--- config.mk ---
export PLATFORM = sky130hd
export DESIGN_NAME = vga_scan_gen
export DESIGN_NICKNAME = d
export VERILOG_FILES = /design/src/rtl/vga_scan_gen.sv
export SDC_FILE = /design/constraint.sdc
export NUM_CORES = 1
export LEC_CHECK = 0
export BUFFER_PORTS_ARGS = -buffer_cell sky130_fd_sc_hd__buf_2
export CORE_ASPECT_RATIO = 1.4
export CORE_UTILIZATION = 48
export DETAILED_ROUTE_END_ITERATION = 7
export GPL_ROUTABILITY_DRIVEN = 0
export HOLD_SLACK_MARGIN = 0.1
export PLACE_DENSITY = 0.84
export RECOVER_POWER = 50
export SLEW_MARGIN = 20
export SYNTH_ARGS = -nofsm -noshare
export SYNTH_HDL_FRONTEND = slang
export SYNTH_SLANG_ARGS = --single-unit
--- constraint.sdc ---
create_clock -name clk -period 1.45 [get_ports clk]
set_input_delay 0.2175 -clock clk [delete_from_list [all_inputs] [get_ports clk]]
set_output_delay 0.2175 -clock clk [all_outputs]
set_load 0.02 [all_outputs]
--- src/rtl/vga_scan_gen.sv ---
// Raster scan timing master: pixel divider, h/v counters, and a one-pixel
// output pipeline that keeps sync, data enable and colour aligned.
module vga_scan_gen #(
  parameter int unsigned H_ACTIVE = 800,
  parameter int unsigned H_FP     = 56,
  parameter int unsigned H_SYNC   = 120,
  parameter int unsigned H_BP     = 64,
  parameter int unsigned V_ACTIVE = 600,
  parameter int unsigned V_FP     = 37,
  parameter int unsigned V_SYNC   = 6,
  parameter int unsigned V_BP     = 23,
  parameter bit          SYNC_POL = 1'b1,
  parameter int unsigned CLK_DIV  = 1
) (
  input  logic        clk,
  input  logic        rst,
  output logic [11:0] hcounter,
  output logic [10:0] vcounter,
  input  logic [3:0]  color_in,
  output logic        pix_en,
  output logic        hsync,
  output logic        vsync,
  output logic        de,
  output logic [3:0]  color_out,
  output logic        frame_start,
  output logic        line_start
);

  localparam int unsigned HW = 12;
  localparam int unsigned VW = 11;
  localparam int unsigned DW = 4;
  localparam int unsigned CW = 4;

  localparam int unsigned H_TOTAL  = H_ACTIVE + H_FP + H_SYNC + H_BP;
  localparam int unsigned V_TOTAL  = V_ACTIVE + V_FP + V_SYNC + V_BP;
  localparam int unsigned HS_START = H_ACTIVE + H_FP;
  localparam int unsigned HS_END   = HS_START + H_SYNC;
  localparam int unsigned VS_START = V_ACTIVE + V_FP;
  localparam int unsigned VS_END   = VS_START + V_SYNC;

  // Reject timings the counters cannot represent.
  if (H_TOTAL == 0 || H_TOTAL > (1 << HW)) begin : g_h_total_chk
    $error("vga_scan_gen: horizontal total does not fit the 12-bit hcounter");
  end
  if (V_TOTAL == 0 || V_TOTAL > (1 << VW)) begin : g_v_total_chk
    $error("vga_scan_gen: vertical total does not fit the 11-bit vcounter");
  end
  if (CLK_DIV < 1 || CLK_DIV > 16) begin : g_div_chk
    $error("vga_scan_gen: CLK_DIV must be in 1..16");
  end

  logic [DW-1:0] div_q,  div_d;
  logic          pe_q,   pe_d;
  logic [HW-1:0] h_q,    h_d;
  logic [VW-1:0] v_q,    v_d;
  logic          hs_q,   hs_d;
  logic          vs_q,   vs_d;
  logic          de_q,   de_d;
  logic [CW-1:0] col_q,  col_d;
  logic          fs_q,   fs_d;
  logic          ls_q,   ls_d;

  logic [DW:0]   div_nxt;
  logic          h_last;
  logic          v_last;
  logic          vis;
  logic          hs_act;
  logic          vs_act;

  // Region decode on the counters currently on display.
  always_comb begin
    h_last = (h_q == HW'(H_TOTAL - 1));
    v_last = (v_q == VW'(V_TOTAL - 1));
    vis    = (32'(h_q) < H_ACTIVE) && (32'(v_q) < V_ACTIVE);
    hs_act = (32'(h_q) >= HS_START) && (32'(h_q) < HS_END);
    vs_act = (32'(v_q) >= VS_START) && (32'(v_q) < VS_END);
  end

  // Next-state: divider tick, counter advance and output pipeline.
  always_comb begin
    div_d   = div_q;
    pe_d    = 1'b0;
    h_d     = h_q;
    v_d     = v_q;
    hs_d    = hs_q;
    vs_d    = vs_q;
    de_d    = de_q;
    col_d   = col_q;
    fs_d    = 1'b0;
    ls_d    = 1'b0;

    div_nxt = (DW + 1)'(div_q) + (DW + 1)'(1);
    if (div_nxt == (DW + 1)'(CLK_DIV)) begin
      div_d = '0;
      pe_d  = 1'b1;
    end else begin
      div_d = div_nxt[DW-1:0];
    end

    if (pe_q) begin
      de_d  = vis;
      hs_d  = hs_act ? SYNC_POL : ~SYNC_POL;
      vs_d  = vs_act ? SYNC_POL : ~SYNC_POL;
      col_d = vis ? color_in : '0;

      if (h_last) begin
        h_d  = '0;
        ls_d = 1'b1;
        if (v_last) begin
          v_d  = '0;
          fs_d = 1'b1;
        end else begin
          v_d = v_q + VW'(1);
        end
      end else begin
        h_d = h_q + HW'(1);
      end
    end
  end

  always_ff @(posedge clk) begin
    if (rst) begin
      div_q <= '0;
      pe_q  <= 1'b0;
      h_q   <= '0;
      v_q   <= '0;
      hs_q  <= ~SYNC_POL;
      vs_q  <= ~SYNC_POL;
      de_q  <= 1'b0;
      col_q <= '0;
      fs_q  <= 1'b0;
      ls_q  <= 1'b0;
    end else begin
      div_q <= div_d;
      pe_q  <= pe_d;
      h_q   <= h_d;
      v_q   <= v_d;
      hs_q  <= hs_d;
      vs_q  <= vs_d;
      de_q  <= de_d;
      col_q <= col_d;
      fs_q  <= fs_d;
      ls_q  <= ls_d;
    end
  end

  assign hcounter    = h_q;
  assign vcounter    = v_q;
  assign pix_en      = pe_q;
  assign hsync       = hs_q;
  assign vsync       = vs_q;
  assign de          = de_q;
  assign color_out   = col_q;
  assign frame_start = fs_q;
  assign line_start  = ls_q;

endmodule

==> metrics.cfg, run 1 <==
[timing]
period_needed_ns=1.70
final_max_slew_viol_count=0
setup_slack_ns=-0.250
fmax_mhz=588
skew_ns=0.0169
hold_viol=0
worst_pin_slew_ns=0.623
relSlewSlack=0.584
rsz0062_at_grt=yes
finalSetupTns_ns=-3.51
period_share=1.17
setup-violations-final=30

[yosys]
yosys.area.top_type=dfxtp_1
synthArstFlopShare=0
yosysMostFrequentCell=dfxtp_1
synth.area.top_cells=dfxtp_1 42%, xnor2_1 5.4%, o32ai_1 4.9%
ys_seq_area_frac=0.416
synth_warnings=0
syn_nets=217
syn_avg_cell_area_um2=8.65
synth_edf_count=0
synth_top_area_share=0.416
ys_ff_latch=37
synthFlopType=dfxtp_1
ys_types=40
synth_common_cells=37 x dfxtp_1, 21 x nor2_1, 16 x a21oi_1
synth_cells=206
syn_area_um2=1780

[clock_network]
clockBufferDepth=2
clk_latency_ns=0.31
clkSinkCount=37
cts_hold_buf=0
cts_buffers=5
htreeDepth=2
cts_tree=built
clkTransAtPathRegs_ns=0.09
cts-root-buf=clkbuf_8

[routing]
postRouteAntennaNets=0
dr.pass1.iters=4
drc=0
num_vias=2137
wire_per_inst_um=20.7
wirelength_um=7140
vias_per_cell=6.19
first_iter_violations=152

[global_route]
grt_overflow_total=0
grt_use_total=0.311
grt_pass1_vias=1826
antenna_found_initial=0
grt_pass1_wl_um=8890
grt_max_degree=30

[final_layout]
seq_area_um2=774
fillerInstances=175
nets=315
fin_area_um2=2980
multi_input_area_um2=1320
fin_cells=345
drive_above_1_share=0.561
diodes=0
syn2layout_area_growth_pct=67.0

[power_and_ir_drop]
power.density_nw_per_um2=645
leakagePower_nw=1.10
peakVddDrop_mv=0.847
p_total_w=0.00192

[floorplan]
die-width_um=53.5
pin_count=39
dieArea_um2=3960
core-area_um2=3470
die_h_um=74.1
rows=25
start_util=0.513

[placement]
dp_hpwl_um=3650
place_ws_ns=-0.180
dpl-instance-area_um2=2390
portBuffers=38
dp.cells=314

[critical_path]
path_max_fanout=3
start_kind=flop
end_kind=flop
crit_type=flop to flop
cp.required_ns=1.63
crit_arrival_ns=1.88

[min_path]
hold_class=input pin to flop

[run_status]
failed_checks=negative setup slack
status=finished with violations

[flow_run]
drv_cap=0

==> placed cells by master (no fill, tap or decap), types with 3 or more instances in the layout <==
master    Yosys  final
a21oi_1      16      6
a21oi_2       0      4
a21oi_4       0      6
a22o_1        4      4
buf_2         2     21
buf_4         0     51
buf_6         0      9
clkbuf_1      8     17
clkbuf_8      0      5
dfxtp_1      37     20
dfxtp_2       0     12
dfxtp_4       0      5
ha_4          0      3
inv_1        15     13
nand2_1       8      8
nand2b_1      6      4
nand2b_4      0      3
nand3_1       8      4
nand3_2       0      3
nand4_1       5      5
nor2_1       21     16
nor2_2        0      5
nor3_1        8      4
nor3_2        1      4
o32ai_2       0      8
or3_1         9      6
or3_4         0      3
xnor2_1      11     11
==> routing by layer <==
metal  GRT usage  up-vias  wire, um
met3      0.0552       40       539
met1       0.365     1019      2610
met2       0.531      148      3640
met5           0        -         0
li1            -      930         -
met4       0.158        0       347
==> state kept, by name, summed over array words and instances, names as in the netlist <==
name,count
pix_en,1
div_q,4
frame_start,1
vcounter,11
hsync,1
hcounter,12
line_start,1
de,1
vsync,1
color_out,4
==> final cells by class <==
| type | count | area share |
|---|---|---|
| well taps | 40 | 0.0168 |
| inverters | 15 | 0.0189 |
| clock buffers | 5 | 0.0231 |
| multi-input cells | 145 | 0.444 |
| flip-flops and latches | 37 | 0.260 |
| repair buffers | 100 | 0.231 |
| clock inverters | 3 | 0.00589 |
==> cell families after synthesis <==
family	count (synthesis)	synth area share
buffers and inverters	25	0.0541
DFF	37	0.416
adders and majority gates	5	0.0351
muxes	1	0.00562
and+or+nand+nor	88	0.282
xor gates and xnor gates	13	0.0639
AOI/OAI and AO/OA	37	0.144
==> stage by stage <==
stage	hold WS [ns]	util
after floorplan	0.343	-
after global placement	0.431	0.687
after detailed placement	0.438	0.687
after CTS	0.132	0.780
after global routing	0.148	0.857
final	0.133	0.857
==> final timing paths <==
check	to	slack (ns)	cells past startpoint	start
hold reg to reg	de	0.48	2	de
setup reg to reg	vcounter[10]	-0.25	6	vcounter[1]
hold / removal	color_out[0]	0.13	2	color_in[0]
setup / recovery	vcounter[10]	-0.25	6	vcounter[1]
==> where the power goes <==
part,switching [W],leakage [nW],internal (W)
sequential,0.0000133,0.310,0.00103
combinational,0.0000849,0.751,0.0000571
clock,0.000405,0.0439,0.000332
==> critical path, stage by stage (launching register included) <==
cell and delay (ns):
dfxtp_4 0.38, buf_4 0.12, ha_4 0.15, nand3_1 0.13, or4_4 0.49, a21oi_4 0.20, o32ai_2 0.10
==> repair_timing <==
item	in CTS	in global routing
setup buffers	9	13
pin swaps	5	19
gates cloned	2	0
endpoints found under the setup margin	28	30
resized for setup	36	38
Power figures use the tool's default switching activity.
==> run 2: changes to the inputs <==
- ABC_AREA: not set -> 1
- CORE_UTILIZATION: 48 -> 51
- CTS_BUF_LIST: not set -> sky130_fd_sc_hd__clkbuf_2 sky130_fd_sc_hd__clkbuf_4 sky130_fd_sc_hd__clkbuf_8
- PLACE_DENSITY: 0.84 -> 0.87
==> run 2 against run 1 <==
The run now ends clean; power up 9.8%; critical path type unchanged; core utilization decreased by 16 points; worst hold slack better by 0.064 ns.
==> metrics.cfg, run 2 <==
[routing]
dr.pass1.iters=7  ; +3
postRouteAntennaNets=0  ; unchanged
wirelength_um=5100  ; -29%
num_vias=2090  ; -2.2%
wire_per_inst_um=13.0  ; -37%
drc=0  ; unchanged
first_iter_violations=104  ; -32%
vias_per_cell=5.32  ; -14%

[yosys]
synth_adder_area_share=0.0322  ; -0.00294
yosysMostFrequentCell=nand2_1
synth_cells=289  ; +40%
syn_avg_cell_area_um2=6.73  ; -22%
synth_top_area_share=0.381  ; -0.0348
synth_mux_area_frac=0  ; -0.00562
synthFlopType=dfxtp_1
syn_area_um2=1940  ; +9.1%
synth_edf_count=0  ; unchanged
ys_ff_latch=37  ; unchanged
synth_common_cells=57 x nand2_1, 48 x nor2_1, 38 x inv_1
synth_compound_gate_area_share=0.0650  ; -0.0790
synth.area.top_cells=dfxtp_1 38%, nand2_1 11%, nor2_1 9.3%
synth_top_family_by_area=simple AND/OR/NAND/NOR gates
synth_warnings=0  ; unchanged
ys_types=26  ; -35%
yosys.area.top_type=dfxtp_1
syn_nets=300  ; +38%
synth_xor_area_frac=0.0180  ; -0.0459
yosys.area_share.simple=0.409  ; +0.127
ys_seq_area_frac=0.381  ; -0.0348
synthArstFlopShare=0  ; unchanged

[critical_path]
crit_arrival_ns=1.62  ; -0.26 ns
crit_type=flop to flop
path_max_fanout=6  ; +3
start_kind=flop
end_kind=flop
worst_path_most_repeated_cell=nor2_4
critPathBufInv=1  ; unchanged
critPathSlowestCell=dfxtp_4
crit_path_cell_trace=ha_4 > nand2_4 > nor2_4 > nand2_2 > nor2_4 > buf_12 > nand4_1 > nand2_1 > nor2_1
critPathMaxStageDelay_ns=0.37  ; -0.12 ns
cp.required_ns=1.65  ; +0.02 ns
crit_family=simple AND/OR/NAND/NOR gates

[timing]
fmax_mhz=701  ; +19%
worst_pin_slew_ns=0.403  ; -0.220 ns
period_needed_ns=1.43  ; -0.274 ns
final_max_slew_viol_count=0  ; unchanged
skew_ns=0.00296  ; -0.0140 ns
period_share=0.984  ; -0.189
rsz0062_at_grt=yes
relSlewSlack=0.729  ; +0.145
setup-violations-final=0  ; -100%
hold_viol=0  ; unchanged
hold_slack_ns=0.197  ; +0.0640 ns

[clock_network]
htreeDepth=2  ; unchanged
clockBufferDepth=2  ; unchanged
cts_hold_buf=0  ; unchanged
cts_buffers=5  ; unchanged
clkSinkCount=37  ; unchanged
cts_tree=built
post_cts_buffers=0  ; -9
cts-root-buf=clkbuf_8
cts_resized=0  ; -100%
clkTransAtPathRegs_ns=0.08  ; about the same
clk_latency_ns=0.30  ; about the same

[power_and_ir_drop]
peakVddDrop_mv=0.945  ; +12%
leakagePower_nw=1.14  ; +3.2%
power.density_nw_per_um2=831  ; +29%

[final_layout]
drive_above_1_share=0.285  ; -0.276
largest_reg_flops=12  ; unchanged
fin_area_um2=2530  ; -15%
fin_cells=393  ; +14%
fillerInstances=307  ; +75%
final_common_cell=nand2_1
nets=361  ; +15%
diodes=0  ; unchanged
layout.cells.most_common_list=51 x nand2_1, 45 x nor2_1, 37 x inv_1
syn2layout_area_growth_pct=30.3

[global_route]
top_usage_layer=met2
grt_use_met2=0.467  ; -0.0631
grt_use_total=0.264  ; -0.0472
grt_max_degree=16  ; -47%
grt_overflow_total=0  ; unchanged
grt_pass1_wl_um=7710  ; -13%
met3_usage=0.0727  ; +0.0175
grt_pass1_vias=1789  ; -2.0%
antenna_found_initial=0  ; unchanged
met1_usage=0.285  ; -0.0800

[floorplan]
rows=26  ; +4.0%
die-width_um=54.2  ; +1.3%
start_util=0.534  ; +0.0205
core-area_um2=3640  ; +4.9%
dieArea_um2=4070  ; +2.6%
pin_count=39  ; unchanged
die_h_um=75.1  ; +1.3%

[run_status]
status=completed

[placement]
portBuffers=38  ; unchanged
dp_hpwl_um=3630  ; -0.48%
dp.cells=384  ; +22%
dpl-instance-area_um2=2320  ; -2.7%

[min_path]
hold_class=input pin to flop

[flow_run]
drv_cap=0  ; unchanged

[run 2: cell types whose count changed in the layout (fill, tap and decap cells not counted), moves of 8 or more]
cell      change
a21oi_1       +9
buf_2        +12
buf_4        -33
buf_6         -9
clkbuf_1     -12
dfxtp_1      +10
inv_1        +24
nand2_1      +43
nand3_1      +21
nor2_1       +29
nor3_1        +9
o32ai_2       -8
xnor2_1      -10
[run 2: through the flow]
| stage | power (W) | setup WS, ns | TNS [ns] | utilization |
|---|---|---|---|---|
| CTS | 0.00211 | 0.00111 | 0 | 0.669 |
| floorplan | 0.00115 | 0.0220 | 0 | - |
| global placement | 0.00120 | 0.0402 | 0 | 0.637 |
| global route | 0.00217 | -0.0356 | -0.123 | 0.695 |
| finish | 0.00211 | 0.0239 | 0 | 0.695 |
| detailed placement | 0.00120 | 0.0180 | 0 | 0.637 |
[run 2: worst min-delay path, delay by kind of cell]
| kind | cells | cell delay [ns] |
|---|---|---|
| buffers and inverters | 1 | 0.10 |
| and+or+nand+nor | 1 | 0.08 |
| AOI/OAI and AO/OA | 1 | 0.06 |
[run 2: layout make-up]
type | count | area, um^2 | share of cell area
Multi-Input combinational cell | 205 | 1090 | 0.430
Sequential cell | 37 | 752 | 0.297
Timing Repair Buffer | 58 | 364 | 0.144
Inverter | 43 | 161 | 0.0637
Clock buffer | 5 | 68.8 | 0.0272
Tap cell | 42 | 52.6 | 0.0207
Clock inverter | 3 | 46.3 | 0.0183
[run 2: metal layers]
layer	vias to the layer above	part of all wire
met1	968	0.39
met4	0	0.018
met3	12	0.041
li1	1046	-
met2	64	0.55
met5	-	0
[run 2: where the power goes]
group | switching (W) | leakage [nW] | internal [W]
clock | 0.000402 | 0.0543 | 0.000515
combinational | 0.0000899 | 0.782 | 0.0000546
sequential | 0.0000127 | 0.304 | 0.00103
[run 2: path summary, 6_finish.rpt]
kind	start	endpoint	slack, ns	cells after the start
min	color_in[1]	color_out[1]	0.20	3
min reg2reg	div_q[0]	div_q[0]	0.47	1
max reg2reg	hcounter[1]	vcounter[9]	0.02	9
max	hcounter[1]	vcounter[9]	0.02	9
[run 2: kinds of logic (layout without fill, tap and decap cells)]
family / after synthesis / count (layout)
simple gates: 171 / 171
buf+inv: 47 / 109
flops: 37 / 37
compound gates: 25 / 25
fa+ha+maj: 5 / 5
xor+xnor: 4 / 4
==> run 3: changes to the inputs <==
- ABC_AREA: 1 -> 0
- CORE_MARGIN: not set -> 8
- CORE_UTILIZATION: 51 -> 50
- PLACE_DENSITY: 0.87 -> 0.86
==> run 3 against run 2 <==
The flow now finishes with violations (negative setup slack); via count fell by 5.0%; power fell by 11%; core utilization rose by 12 points; non-clock buffer count rose by 27; combinational power fell by 6%; global-route usage fell by 5.5 points; cell count fell by 16%; wire length rose by 27%; final area rose by 10%; clock power fell by 24%; count of clock-buffer cells in the layout rose by 1; critical endpoint is now color_out[3]; largest power group unchanged; highest routed layer unchanged.
==> metrics.cfg, run 3 (synthesized netlist as in run 1, its figures left out) <==
[power_and_ir_drop]
power.density_nw_per_um2=670  ; -19%
p_int_w=0.00142  ; -11%
switching_share=0.239  ; -0.000510
comb_power_share=0.073  ; +0.004
seq_power_share=0.554  ; +0.058
pwr-share-clk=0.372  ; -0.063
power.switching_w=0.000447  ; -11%
peakVddDrop_mv=0.730  ; -23%
leakagePower_nw=1.05  ; -7.8%

[timing]
period_needed_ns=1.72  ; +0.295 ns
setup_slack_ns=-0.271  ; -0.295 ns
final_max_slew_viol_count=0  ; unchanged
finalSetupTns_ns=-1.84  ; -1.84 ns
worst_pin_slew_ns=0.502  ; +0.0987 ns
skew_ns=0.00475  ; +0.00179 ns
rsz0062_at_grt=yes
period_share=1.19  ; +0.203
hold_viol=0  ; unchanged
setup-violations-final=16  ; +16
relSlewSlack=0.665  ; -0.0640
fmax_mhz=581  ; -17%

[final_layout]
largest_reg_flops=12  ; unchanged
diodes=0  ; unchanged
drive_above_1_share=0.533  ; +0.248
final_util=0.819  ; +0.124
fin_cells=329  ; -16%
fillerInstances=203  ; -34%
nets=300  ; -17%
syn2layout_area_growth_pct=56.7
final_common_cell=buf_4
layout.cells.most_common_list=34 x buf_4, 27 x buf_2, 19 x dfxtp_1

[critical_path]
crit_type=flop to flop
end_kind=flop
start_kind=flop
r2r_slack_ns=-0.27  ; -0.29 ns
cp.required_ns=1.63  ; -0.02 ns
path_max_fanout=4  ; -2
worstReg2RegEnd=color_out[3]
crit_arrival_ns=1.90  ; +0.28 ns
reg2reg_depth=4  ; -5
r2r-start=vcounter[10]

[global_route]
grt_overflow_total=0  ; unchanged
grt_use_total=0.210  ; -0.0546
antenna_found_initial=0  ; unchanged
grt_pass1_vias=1984  ; +11%
grt_max_degree=25  ; +9
grt_pass1_wl_um=9480  ; +23%

[clock_network]
clkSinkCount=37  ; unchanged
cts-root-buf=clkbuf_8
cts_tree=built
clockBufferDepth=2  ; unchanged
cts_hold_buf=0  ; unchanged
clk_latency_ns=0.29  ; about the same
clkTransAtPathRegs_ns=0.07  ; about the same
cts_buffers=5  ; unchanged
htreeDepth=2  ; unchanged

[routing]
wire_per_inst_um=19.6  ; +51%
num_vias=1986  ; -5.0%
first_iter_violations=252  ; +140%
postRouteAntennaNets=0  ; unchanged
drc=0  ; unchanged
dr.pass1.iters=4  ; -3
vias_per_cell=6.04  ; +14%
wirelength_um=6460  ; +27%

[floorplan]
pin_count=39  ; unchanged
die_h_um=86.6  ; +15%
rows=25  ; -3.8%
die-width_um=66.5  ; +23%
core-area_um2=3410  ; -6.4%
dieArea_um2=5760  ; +42%
start_util=0.523  ; -0.0111

[flow_run]
drv_cap=0  ; unchanged

[placement]
portBuffers=38  ; unchanged
dp_hpwl_um=3620  ; -0.21%
dp.cells=314  ; -18%
place_ws_ns=-0.166  ; -0.184 ns

[min_path]
hold_depth=2  ; -1
hp-start=color_in[0]
whs_endpoint=color_out[0]
hold_class=input pin to flop

[run_status]
failed_checks=negative setup slack
status=finished with violations

## run 3: cell type report
cell class / count / area (um^2) / area share
multi-input cells: 145 / 1250 / 0.446
inverters: 15 / 56.3 / 0.0202
repair buffers: 85 / 578 / 0.207
flip-flops and latches: 37 / 781 / 0.280
well taps: 40 / 50.0 / 0.0179
clock buffers: 6 / 76.3 / 0.0273
clock inverters: 1 / 5.00 / 0.00179
## run 3: power by group through the flow
stage | combinational (W) | clock [W] | sequential (W)
6_report | 0.000137 | 0.000696 | 0.00104
5_1_grt | 0.000147 | 0.000763 | 0.00104
4_1_cts | 0.000127 | 0.000707 | 0.00104
3_5_place_dp | 0.000130 | 0 | 0.00106
3_3_place_gp | 0.000127 | 0 | 0.00106
2_1_floorplan | 0.0000500 | 0 | 0.00109
## run 3: routing by layer
layer	share of wire	up-vias	global-route usage
met5	0	-	0
met4	0.026	0	0.113
met3	0.060	16	0.0606
met2	0.54	99	0.359
met1	0.38	970	0.221
li1	-	901	-
## run 3: critical path, stage by stage (launching register included)
cell,delay [ns]
dfxtp_2,0.32
or4b_4,0.54
o32ai_4,0.24
and4bb_2,0.30
a22o_1,0.21
## run 3: repair_timing
| action | CTS | global route |
|---|---|---|
| resized for setup | 33 | 34 |
| setup buffers | 4 | 4 |
| pin swaps | 10 | 11 |
| setup endpoints to repair | 13 | 29 |
| hold endpoints to repair | 0 | 0 |
| gates cloned | 0 | 1 |
## run 3: worst max-delay path by stage
stage | end | slack [ns] | from
finish | color_out[3] | -0.27 | vcounter[10]
global route | color_out[3] | -0.31 | vcounter[10]
CTS | color_out[3] | -0.21 | vcounter[10]
detailed placement | color_out[1] | -0.17 | vcounter[10]
global placement | color_out[2] | -0.13 | vcounter[10]
floorplan | color_out[0] | -0.16 | vcounter[10]
## run 3: per-stage QoR
step | hold slack [ns] | power, W | cell area (um^2)
after global routing | 0.133 | 0.00195 | 2790
final | 0.142 | 0.00187 | 2790
after global placement | 0.428 | 0.00119 | 2390
after floorplan | 0.343 | 0.00114 | 1890
after CTS | 0.132 | 0.00187 | 2620
after detailed placement | 0.437 | 0.00119 | 2390
